[src/rtl/mem_access_if.sv]
// mem_access_if: data-memory bus between the MEM stage and the data memory
interface mem_access_if;
    logic        dmemReq;
    logic        dmemWe;
    logic [31:0] dmemAddr;
    logic [31:0] dmemWData;
    logic        dmemAck;
    logic [31:0] dmemRData;
    modport master (output dmemReq, dmemWe, dmemAddr, dmemWData, input dmemAck, dmemRData);
    modport slave (input dmemReq, dmemWe, dmemAddr, dmemWData, output dmemAck, dmemRData);
endinterface

[src/rtl/mem_access.sv]
// mem_access: pipeline MEM stage issuing one bus access per load/store, stalling until ack or timeout
module mem_access #(
    parameter int TIMEOUT = 15
) (
    input  logic                clk,
    input  logic                reset,
    input  logic                memRegIn,
    input  logic                regWriteIn,
    input  logic                memWriteIn,
    input  logic                memReadIn,
    input  logic [31:0]         aluIn,
    input  logic [4:0]          regWriteAddressIn,
    input  logic [31:0]         memWriteDataIn,
    mem_access_if.master        dmem,
    output logic                memRegOut,
    output logic                regWriteOut,
    output logic [4:0]          regWriteAddressOut,
    output logic [31:0]         aluOut,
    output logic [31:0]         memDataOut,
    output logic                stallOut,
    output logic                misalignOut,
    output logic                busErrOut
);
    localparam int CW = $clog2(TIMEOUT) + 1;
    localparam logic [1:0] IDLE = 2'd0, BUSY = 2'd1, DONE = 2'd2;

    logic [1:0]    state_q, state_d;
    logic [CW-1:0] cnt_q, cnt_d;
    logic          req_q, req_d, we_q, we_d, berr_q, berr_d;
    logic [31:0]   addr_q, addr_d, wdata_q, wdata_d, mdata_q, mdata_d;
    logic          access, aligned, start, ack, tmo;

    // Next-state logic: ack beats timeout, DONE always returns to IDLE, bus fields frozen while BUSY
    always_comb begin
        access  = memReadIn | memWriteIn;
        aligned = aluIn[1:0] == 2'b00;
        start   = (state_q == IDLE) & access & aligned;
        ack     = (state_q == BUSY) & dmem.dmemAck;
        tmo     = (state_q == BUSY) & !dmem.dmemAck & (cnt_q == CW'(TIMEOUT - 1));
        state_d = start ? BUSY : (ack | tmo) ? DONE : (state_q == BUSY) ? BUSY : IDLE;
        cnt_d   = start ? '0 : (state_q == BUSY) ? cnt_q + CW'(1) : cnt_q;
        req_d   = state_d == BUSY;
        we_d    = start ? memWriteIn : req_d & we_q;
        addr_d  = start ? aluIn : addr_q;
        wdata_d = start ? memWriteDataIn : wdata_q;
        mdata_d = (ack & !we_q) ? dmem.dmemRData : tmo ? 32'd0 : mdata_q;
        berr_d  = tmo;
    end

    // State registers with reset taking priority over any bus event
    always_ff @(posedge clk) begin
        if (reset) begin
            state_q <= IDLE;
            cnt_q   <= '0;
            req_q   <= 1'b0;
            we_q    <= 1'b0;
            addr_q  <= 32'd0;
            wdata_q <= 32'd0;
            mdata_q <= 32'd0;
            berr_q  <= 1'b0;
        end else begin
            state_q <= state_d;
            cnt_q   <= cnt_d;
            req_q   <= req_d;
            we_q    <= we_d;
            addr_q  <= addr_d;
            wdata_q <= wdata_d;
            mdata_q <= mdata_d;
            berr_q  <= berr_d;
        end
    end

    assign dmem.dmemReq       = req_q;
    assign dmem.dmemWe        = we_q;
    assign dmem.dmemAddr      = addr_q;
    assign dmem.dmemWData     = wdata_q;
    assign memDataOut         = mdata_q;
    assign busErrOut          = berr_q;
    assign stallOut           = start | (state_q == BUSY);
    assign misalignOut        = (state_q == IDLE) & access & !aligned;
    assign memRegOut          = memRegIn;
    assign regWriteAddressOut = regWriteAddressIn;
    assign aluOut             = aluIn;
    assign regWriteOut        = regWriteIn & !stallOut & !misalignOut & !busErrOut;
endmodule

[src/flat_wrapper.sv]
// flat-port wrapper written by rule: the top's interface ports become plain ports
module mem_access_flat 
#(
    parameter int TIMEOUT = 15
)
  (clk, reset, memRegIn, regWriteIn, memWriteIn, memReadIn, aluIn, regWriteAddressIn, memWriteDataIn, memRegOut, regWriteOut, regWriteAddressOut, aluOut, memDataOut, stallOut, misalignOut, busErrOut, dmem_dmemReq, dmem_dmemWe, dmem_dmemAddr, dmem_dmemWData, dmem_dmemAck, dmem_dmemRData);
  mem_access_if dmem_i ();
  input  logic clk;
  input  logic reset;
  input  logic memRegIn;
  input  logic regWriteIn;
  input  logic memWriteIn;
  input  logic memReadIn;
  input  logic [31:0] aluIn;
  input  logic [4:0] regWriteAddressIn;
  input  logic [31:0] memWriteDataIn;
  output logic memRegOut;
  output logic regWriteOut;
  output logic [4:0] regWriteAddressOut;
  output logic [31:0] aluOut;
  output logic [31:0] memDataOut;
  output logic stallOut;
  output logic misalignOut;
  output logic busErrOut;
  output wire logic [$bits(dmem_i.dmemReq)-1:0] dmem_dmemReq;
  output wire logic [$bits(dmem_i.dmemWe)-1:0] dmem_dmemWe;
  output wire logic [$bits(dmem_i.dmemAddr)-1:0] dmem_dmemAddr;
  output wire logic [$bits(dmem_i.dmemWData)-1:0] dmem_dmemWData;
  input wire logic [$bits(dmem_i.dmemAck)-1:0] dmem_dmemAck;
  input wire logic [$bits(dmem_i.dmemRData)-1:0] dmem_dmemRData;
  assign dmem_dmemReq = dmem_i.dmemReq;
  assign dmem_dmemWe = dmem_i.dmemWe;
  assign dmem_dmemAddr = dmem_i.dmemAddr;
  assign dmem_dmemWData = dmem_i.dmemWData;
  assign dmem_i.dmemAck = dmem_dmemAck;
  assign dmem_i.dmemRData = dmem_dmemRData;
  mem_access #(.TIMEOUT(TIMEOUT)) u_core (.clk(clk), .reset(reset), .memRegIn(memRegIn), .regWriteIn(regWriteIn), .memWriteIn(memWriteIn), .memReadIn(memReadIn), .aluIn(aluIn), .regWriteAddressIn(regWriteAddressIn), .memWriteDataIn(memWriteDataIn), .dmem(dmem_i), .memRegOut(memRegOut), .regWriteOut(regWriteOut), .regWriteAddressOut(regWriteAddressOut), .aluOut(aluOut), .memDataOut(memDataOut), .stallOut(stallOut), .misalignOut(misalignOut), .busErrOut(busErrOut));
endmodule
[config.mk]
export PLATFORM = sky130hd
export DESIGN_NAME = mem_access_flat
export DESIGN_NICKNAME = d
export VERILOG_FILES = /design/src/rtl/mem_access_if.sv /design/src/rtl/mem_access.sv /design/src/flat_wrapper.sv
export SDC_FILE = /design/constraint.sdc
export NUM_CORES = 1
export LEC_CHECK = 0
export CAP_MARGIN = 20
export CELL_PAD_IN_SITES_DETAIL_PLACEMENT = 1
export CELL_PAD_IN_SITES_GLOBAL_PLACEMENT = 1
export CORE_MARGIN = 4
export CORE_UTILIZATION = 26
export DETAILED_ROUTE_END_ITERATION = 7
export PLACE_DENSITY_LB_ADDON = 0.12
export SETUP_SLACK_MARGIN = 0.02
export SYNTH_ARGS = -nofsm -noshare
export SYNTH_HDL_FRONTEND = slang
export SYNTH_SLANG_ARGS = --single-unit
[constraint.sdc]
create_clock -name clk -period 1.6 [get_ports clk]
set_input_delay 0.32 -clock clk [delete_from_list [all_inputs] [get_ports clk]]
set_output_delay 0.32 -clock clk [all_outputs]
set_load 0.02 [all_outputs]
; Word level (Yosys, flattened, before mapping)
; Index checks and enable logic that the tools add are counted.
[totals]
output_inout_bits = 140
ff_bits = 106
wordCells = 42
in_bits = 108
[op_classes]
bitwise_logic = 14
n_eq_ne = 3
n_reduce_logical = 10
n_mux = 6
add_sub_neg = 1
[ops]
columns = op, n
row1 = 2-to-1 mux 32 bit, 2
row2 = AND 1 bit, 11
row3 = zero test 1 bit, 6
row4 = "adder 5 x 1 -> 5 bit, second input constant", 1
row5 = "== test 5 x 4 -> 1 bit, second input constant", 1
row6 = "== test 2 x 1 -> 1 bit, second input constant", 2
row7 = zero test 2 bit, 2
row8 = 2-to-1 mux 2 bit, 2
row9 = bitwise OR 1 bit, 3
row10 = 2-to-1 mux 1 bit, 2
row11 = nonzero test 2 bit, 1
row12 = OR reduction 2 bit, 1

; Logic depth before layout (Yosys ltp)
; Gate-level depths: netlist of the first run.
[depth]
ltp_word = 9
depth_mapped = 6
mapped_depth_nobuf = 5

; Worst setup path after synthesis of the first run
; Ideal clock, no wire load.
[synth_timing]
path_kind = reg-to-reg
start = register u_core.cnt_q[0]
end = register u_core.mdata_q[10], in the netlist u_core.memDataOut[10]
path_stages_with_launch = 7
path_slack_ns = 0.013
arrival_time_ns = 1.528
setup_ns = 0.059
path_cell_list = dfxtp_1 inv_1 ha_1 and4b_1 a311oi_4 buf_6 a22o_1
[synth_via]
elab_chain_len = 3
[synth_lines]
columns = element, line
row1 = from (decl), mem_access.sv:28  ; logic [CW-1:0] cnt_q, cnt_d;
row2 = from (signal assigned), mem_access.sv:63  ; cnt_q <= cnt_d;
row3 = == test 5 x 4 -> 1 bit, mem_access.sv:39  ; tmo = (state_q == BUSY) & !dmem.dmemAck & (cnt_q == CW'(TIMEOUT - 1));
row4 = AND 1 bit, mem_access.sv:39
row5 = nonzero test 2 bit (no line), -
row6 = to (signal assigned), mem_access.sv:68  ; mdata_q <= mdata_d;
row7 = to (decl), mem_access.sv:30  ; logic [31:0] addr_q, addr_d, wdata_q, wdata_d, mdata_q, mdata_d;
; No other way between the ends.
; A chain may end at the register's enable or synchronous reset.

; Worst setup path after layout of the first run
[layout_timing]
start = register u_core.cnt_q[0]
end = register u_core.mdata_q[26], in the netlist u_core.memDataOut[26]
; The elaborated chain is that of the path after synthesis.

==> results.py, run 1 <==
metrics = {
    "status": {
        "status": "finished with violations",
        "violations": "negative setup slack",
    },
    "floorplanning": {
        "die_w_um": 141,
        "start_util": 0.266,
        "die_h_um": 141,
        "coreArea_um2": 17400,
        "io_pins": 248,
        "placementRows": 48,
        "die_area_um2": 19900,
    },
    "final_layout": {
        "nets": 782,
        "fin_area_um2": 7640,
        "final_cells": 901,
        "post-route-util": 0.440,
        "diodes": 0,
        "drive_gt1_frac": 0.136,
        "fillerInstances": 1923,
        "syn_to_final_growth_pct": 65.6,
    },
    "clock_network": {
        "path_clk_slew_ns": 0.07,
        "htreeDepth": 3,
        "cts_hold_buf": 0,
        "cts_num_sinks": 106,
        "cts_tree": "done",
        "cts_buffers": 9,
        "cts.path.max_buffers": 2,
        "clk_root_buffer_cell": "clkbuf_16",
        "insertion_delay_ns": 0.34,
    },
    "detailed_routing": {
        "wl_per_cell_um": 16.4,
        "vias_per_cell": 4.39,
        "dr.pass1.iters": 4,
        "drc": 0,
        "wirelength_um": 14800,
        "drtIter0Drc": 108,
        "num_vias": 3955,
        "ant_nets": 0,
    },
    "hold_path": {
        "hold_class": "in2reg",
        "hold_path_startpoint": "reset",
        "whs_path_depth": 2,
    },
    "logic_synthesis": {
        "synth.top_cell.area_share": 0.460,
        "synth_edf_count": 0,
        "synth-seq-cells": 106,
        "synth.avg_cell_area_um2": 10.5,
        "synth_compound_area_frac": 0.0789,
        "synth_top_family_by_area": "simple AND/OR/NAND/NOR gates",
        "syn_area_um2": 4610,
        "yosysMostFrequentCell": "nand2b_1",
        "synth_fa_ha_area_frac": 0.00543,
        "synthCells": 440,
        "synth_nets": 550,
        "ys_async_sr_fraction": 0,
        "synth_top_area_cell": "dfxtp_1",
        "synthSimpleGateAreaFrac": 0.210,
        "yosys_warnings": 0,
        "yosys-top-cells-area": "dfxtp_1, nand2b_1, mux2i_1, buf_4, a22o_1",
        "synthXorXnorAreaFrac": 0.00380,
        "synth_cell_types": 32,
        "ys.flop_type": "dfxtp_1",
        "yosysSeqAreaShare": 0.460,
        "synth_mux_area_frac": 0.135,
        "yosys-top-cells-count": "nand2b_1, dfxtp_1, mux2i_1, buf_4, a22o_1",
    },
    "sta": {
        "maxSlewHeadroom": 0.729,
        "slew_viol_final": 0,
        "finClkSkew_ns": 0.00448,
        "period_share": 1.09,
        "rsz0062_at_grt": "yes",
        "final.setup.worst_slack_ns": -0.152,
        "finalSetupViolCount": 26,
        "worstMarginPinSlew_ns": 0.406,
        "fmax_mhz": 571,
        "finalHoldViolations": 0,
        "fin_crit_ns": 1.75,
    },
    "place": {
        "dp.cells": 868,
        "placed_area_um2": 7110,
        "place_ws_ns": -0.935,
        "numPortBuffers": 235,
        "routabilityCongestion": 0.790,
        "dp_hpwl_um": 10200,
    },
    "power_and_ir_drop": {
        "power_uw": 6350,
        "p_leak_uw": 0.00338,
        "vdd_ir_drop_max_mv": 0.595,
        "power_density_nw_per_um2": 832,
    },
    "setup_path": {
        "startpoint": "u_core.cnt_q[0]$_SDFFE_PP0N_",
        "critPathMaxFanout": 8,
        "critPathKind": "reg2reg",
        "crit_slowest_cell": "a311oi_4",
        "r2r_cells": 6,
        "max_stage_delay_ns": 0.44,
        "crit_path_start_kind": "flop",
        "crit_required_ns": 1.88,
        "path_cells": "inv_2 > ha_4 > and4b_2 > a311oi_4 > bufbuf_16 > a22o_1",
        "worstPathArrival_ns": 2.03,
        "critPathCaptureType": "flop",
        "reg2reg_from": "u_core.cnt_q[0]$_SDFFE_PP0N_",
    },
    "global_routing": {
        "antenna_found_initial": 0,
        "grt_use_total": 0.144,
        "grt_pass1_wl_um": 23000,
        "grt_pass1_vias": 4363,
        "grt_max_degree": 75,
        "overflow": 0,
    },
    "run": {
        "drv_cap": 0,
    },
}
[cell type report]
| cell class | instances | area, µm² | area share |
|---|---|---|---|
| flip-flops and latches | 106 | 2130 | 0.279 |
| clock inverters | 3 | 65.1 | 0.00852 |
| well taps | 225 | 282 | 0.0369 |
| multi-input cells | 262 | 2070 | 0.272 |
| repair buffers | 290 | 2840 | 0.372 |
| inverters | 3 | 11.3 | 0.00147 |
| clock buffers | 12 | 236 | 0.0310 |
[placed cells by master, fill, tap and decap left out, drive strengths merged, types with 4 or more instances in the layout]
cell type / count
nor2: 4
clkdlybuf4s50: 98
nor3: 4
buf: 59
clkbuf: 13
dfxtp: 106
nand2b: 126
a22o: 32
dlygate4sd2: 130
mux2i: 62
[metal layers]
metal	track usage	up-vias	wire, µm	part of all wire
li1	-	1907	-	-
met1	0.162	1867	5750	0.39
met2	0.244	165	7140	0.48
met3	0.0600	16	1590	0.11
met4	0.0561	0	302	0.020
met5	0	-	0	0
[critical path: cells and delay by family, from the launching register on]
family	cells	cell delay (ns)
fa+ha+maj	1	0.14
buf+inv	2	0.39
flops	1	0.33
compound gates	2	0.60
simple gates	1	0.23
[state kept, by name, indices dropped and copies added (netlist names)]
register	count
u_core.busErrOut	1
u_core.dmem.dmemWe	1
u_core.cnt_q	5
u_core.dmem.dmemReq	1
u_core.dmem.dmemAddr	32
u_core.memDataOut	32
u_core.dmem.dmemWData	32
u_core.state_q	2
[what timing repair did]
action | in CTS | in global routing
gates resized for setup | 179 | 12
gates cloned | 7 | 1
setup buffers | 8 | 4
pin swaps | 19 | 24
endpoints found under the setup margin | 212 | 87
[per-stage QoR]
step	setup TNS, ns	hold WS, ns
floorplan	0	0.397
global placement	-45.03	0.457
detailed placement	-46.53	0.466
CTS	-3.23	0.289
global route	-4.55	0.311
finish	-2.51	0.312
[power breakdown]
group	internal, µW	switching (µW)
Combinational	675	536
Sequential	2740	50.6
Clock	1370	985
Total	4780	1570
[kinds of logic (layout without fill, tap and decap cells)]
| family | count (synthesis) | in the layout |
|---|---|---|
| flip-flops | 106 | 106 |
| multiplexers | 62 | 62 |
| AND/OR/NAND/NOR | 154 | 154 |
| AO/OA/AOI/OAI | 42 | 42 |
| adder cells (fa/ha/maj) | 2 | 2 |
| buffers and inverters | 72 | 308 |
| XOR/XNOR | 2 | 2 |
[worst paths after layout]
kind                                           endpoint  slack (ns)
hold reg to reg   u_core.dmem.dmemAddr[31]$_SDFFE_PP0P_        0.47
setup reg to reg     u_core.memDataOut[26]$_SDFFE_PP0P_       -0.15
hold / removal           u_core.dmem.dmemReq$_SDFF_PP0_        0.31
setup / recovery     u_core.memDataOut[26]$_SDFFE_PP0P_       -0.15
Power figures use the tool's default switching activity.
==> run 2: changes to the inputs <==
- ABC_CLOCK_PERIOD_IN_PS: unset -> 1600
==> results of run 2 <==
Final layout, timing and power as in run 1 (identical DEF).
==> run 3: changes to the inputs <==
- ABC_AREA: unset -> 1
- CORE_UTILIZATION: 26 -> 24
- CTS_CLUSTER_DIAMETER: unset -> 200
==> run 3 against run 2 <==
Utilization shrank 3.3 points; via count grew 6.2%; largest power group unchanged; clock power grew 2%; die area grew 1.8%; combinational power is essentially flat; the flow now finishes without violations; hold slack gained 0.061 ns; sequential share of layout area grew 1.9 points.
==> results.py, run 3 <==
metrics = {
    "status": {
        "status": "finished clean",
    },
    "sta": {
        "maxSlewHeadroom": 0.698,
        "fin_crit_ns": 1.56,
        "period_share": 0.973,
        "fmax_mhz": 642,
        "finalSetupViolCount": 0,
        "finalHoldViolations": 0,
        "worstMarginPinSlew_ns": 0.453,
        "finClkSkew_ns": 0.00698,
        "finalSetupTns_ns": 0,
        "rsz0062_at_grt": "no",
        "slew_viol_final": 0,
    },
    "setup_path": {
        "worstPathArrival_ns": 1.24,
        "critPathMaxFanout": 3,
        "critPathCaptureType": "output pin",
        "crit_required_ns": 1.28,
        "critPathKind": "reg2out",
        "crit_path_start_kind": "flop",
    },
    "detailed_routing": {
        "drc": 0,
        "drtIter0Drc": 95,
        "vias_per_cell": 4.31,
        "num_vias": 4202,
        "wirelength_um": 14700,
        "ant_nets": 0,
        "wl_per_cell_um": 15.0,
        "dr.pass1.iters": 4,
    },
    "floorplanning": {
        "die_area_um2": 20300,
        "io_pins": 248,
        "die_h_um": 142,
        "placementRows": 48,
        "coreArea_um2": 17500,
        "die_w_um": 142,
        "start_util": 0.248,
    },
    "logic_synthesis": {
        "synth_top_area_cell": "dfxtp_1",
        "ys_async_sr_fraction": 0,
        "synth.avg_cell_area_um2": 8.33,
        "synth_edf_count": 0,
        "ys.flop_type": "dfxtp_1",
        "synth_nets": 631,
        "synthCells": 521,
        "synth_cell_types": 25,
        "syn_area_um2": 4340,
        "yosys-top-cells-count": "dfxtp_1, a21oi_1, inv_1, o21ai_0, buf_4",
        "yosysSeqAreaShare": 0.489,
        "yosys_warnings": 0,
        "synth-seq-cells": 106,
        "yosysMostFrequentCell": "dfxtp_1",
        "synth.top_cell.area_share": 0.489,
        "yosys-top-cells-area": "dfxtp_1, a21oi_1, o21ai_0, buf_4, inv_1",
    },
    "power_and_ir_drop": {
        "power_density_nw_per_um2": 908,
        "p_leak_uw": 0.00317,
        "vdd_ir_drop_max_mv": 0.440,
    },
    "clock_network": {
        "cts_num_sinks": 106,
        "path_clk_slew_ns": 0.07,
        "cts_buffers": 9,
        "cts.path.max_buffers": 2,
        "cts_tree": "done",
        "cts_hold_buf": 0,
        "insertion_delay_ns": 0.34,
        "htreeDepth": 3,
        "clk_root_buffer_cell": "clkbuf_16",
    },
    "place": {
        "routabilityCongestion": 0.750,
        "numPortBuffers": 235,
        "dp_hpwl_um": 10900,
        "placed_area_um2": 6890,
    },
    "final_layout": {
        "post-route-util": 0.407,
        "fin_area_um2": 7140,
        "mostFrequentLayoutCells": "dlygate4sd2_1, dfxtp_1, clkdlybuf4s50_1",
        "syn_to_final_growth_pct": 64.5,
        "final_common_cell": "dlygate4sd2_1",
        "diodes": 0,
        "nets": 855,
        "drive_gt1_frac": 0.148,
    },
    "global_routing": {
        "grt_use_total": 0.137,
        "antenna_found_initial": 1,
        "overflow": 0,
        "grt_pass1_vias": 4351,
        "grt_max_degree": 70,
        "grt_pass1_wl_um": 22600,
    },
    "run": {
        "drv_cap": 0,
    },
    "hold_path": {
        "hold_class": "in2reg",
    },
}
==> run 3: changes by cell type after synthesis, moves of 12 or more <==
cell | previous run | this run
nand3_1 | 0 | 28
inv_1 | 3 | 72
nand2_1 | 3 | 37
a21oi_1 | 2 | 87
nand2b_1 | 126 | 0
a22o_1 | 32 | 0
nand2_2 | 0 | 12
o21ai_0 | 3 | 63
mux2i_1 | 62 | 0
==> run 3: path summary, 6_finish.rpt <==
| path | startpoint | end | slack (ns) | cells after the start |
|---|---|---|---|---|
| worst max-delay path | u_core.state_q[0]$_SDFF_PP0_ | misalignOut | 0.04 | 4 |
| worst min-delay path | memWriteIn | u_core.dmem.dmemWe$_SDFF_PP0_ | 0.37 | 5 |
| worst min register to register | u_core.dmem.dmemAddr[0]$_SDFFE_PP0P_ | u_core.dmem.dmemAddr[0]$_SDFFE_PP0P_ | 0.43 | 2 |
| worst max register to register | u_core.state_q[0]$_SDFF_PP0_ | u_core.dmem.dmemWData[5]$_SDFFE_PP0P_ | 0.19 | 6 |
==> run 3: power by group <==
group	total (µW)	switching (µW)	internal, µW
registers	2850	68.3	2780
logic	1230	644	584
clock network	2400	953	1450
==> run 3: worst max-delay path: stages (launching register included) <==
cell and delay (ns):
dfxtp_2 0.34, nor2_4 0.15, nand2_2 0.09, nor2_1 0.14, buf_4 0.18
==> run 3: what timing repair did <==
action | in CTS | in global routing
setup buffers | 0 | 1
pin swaps | 0 | 3
gates cloned | 0 | 1
gates resized for setup | 148 | 20
endpoints found under the setup margin | 189 | 60
==> run 3: logic make-up (layout without fill, tap and decap cells) <==
kind of cell,count (synthesis),count (layout),share of synthesized area
flops,106,106,0.489
compound gates,160,160,0.193
fa+ha+maj,2,2,0.00576
buf+inv,145,373,0.178
simple gates,106,106,0.130
xor+xnor,2,2,0.00404
==> run 3: cell type report <==
cell class	instances	area (µm²)
tap	225	282
clock buffer	13	260
fill	2068	10400
multi-input combinational	270	1470
inverter	75	283
timing repair buffer	283	2650
sequential	106	2130
clock inverter	2	60.1
==> run 3: stage by stage <==
stage	instances	total power (µW)	setup WS (ns)	hold slack, ns
2_1_floorplan	521	3530	0.351	0.463
3_3_place_gp	957	4230	-0.583	0.415
3_5_place_dp	957	4260	-0.576	0.427
4_1_cts	972	6590	-0.134	0.436
5_1_grt	974	6820	0.0176	0.399
6_report	974	6480	0.0424	0.373
==> run 3: metal layers <==
layer  vias up  share of wire  GRT usage  wire length, µm
li1       2083              -          -                -
met1      1959           0.42      0.157             6100
met2       144           0.49      0.239             7150
met3        14          0.083     0.0501             1220
met4         2          0.012     0.0420              174
met5         -        0.00089          0               13
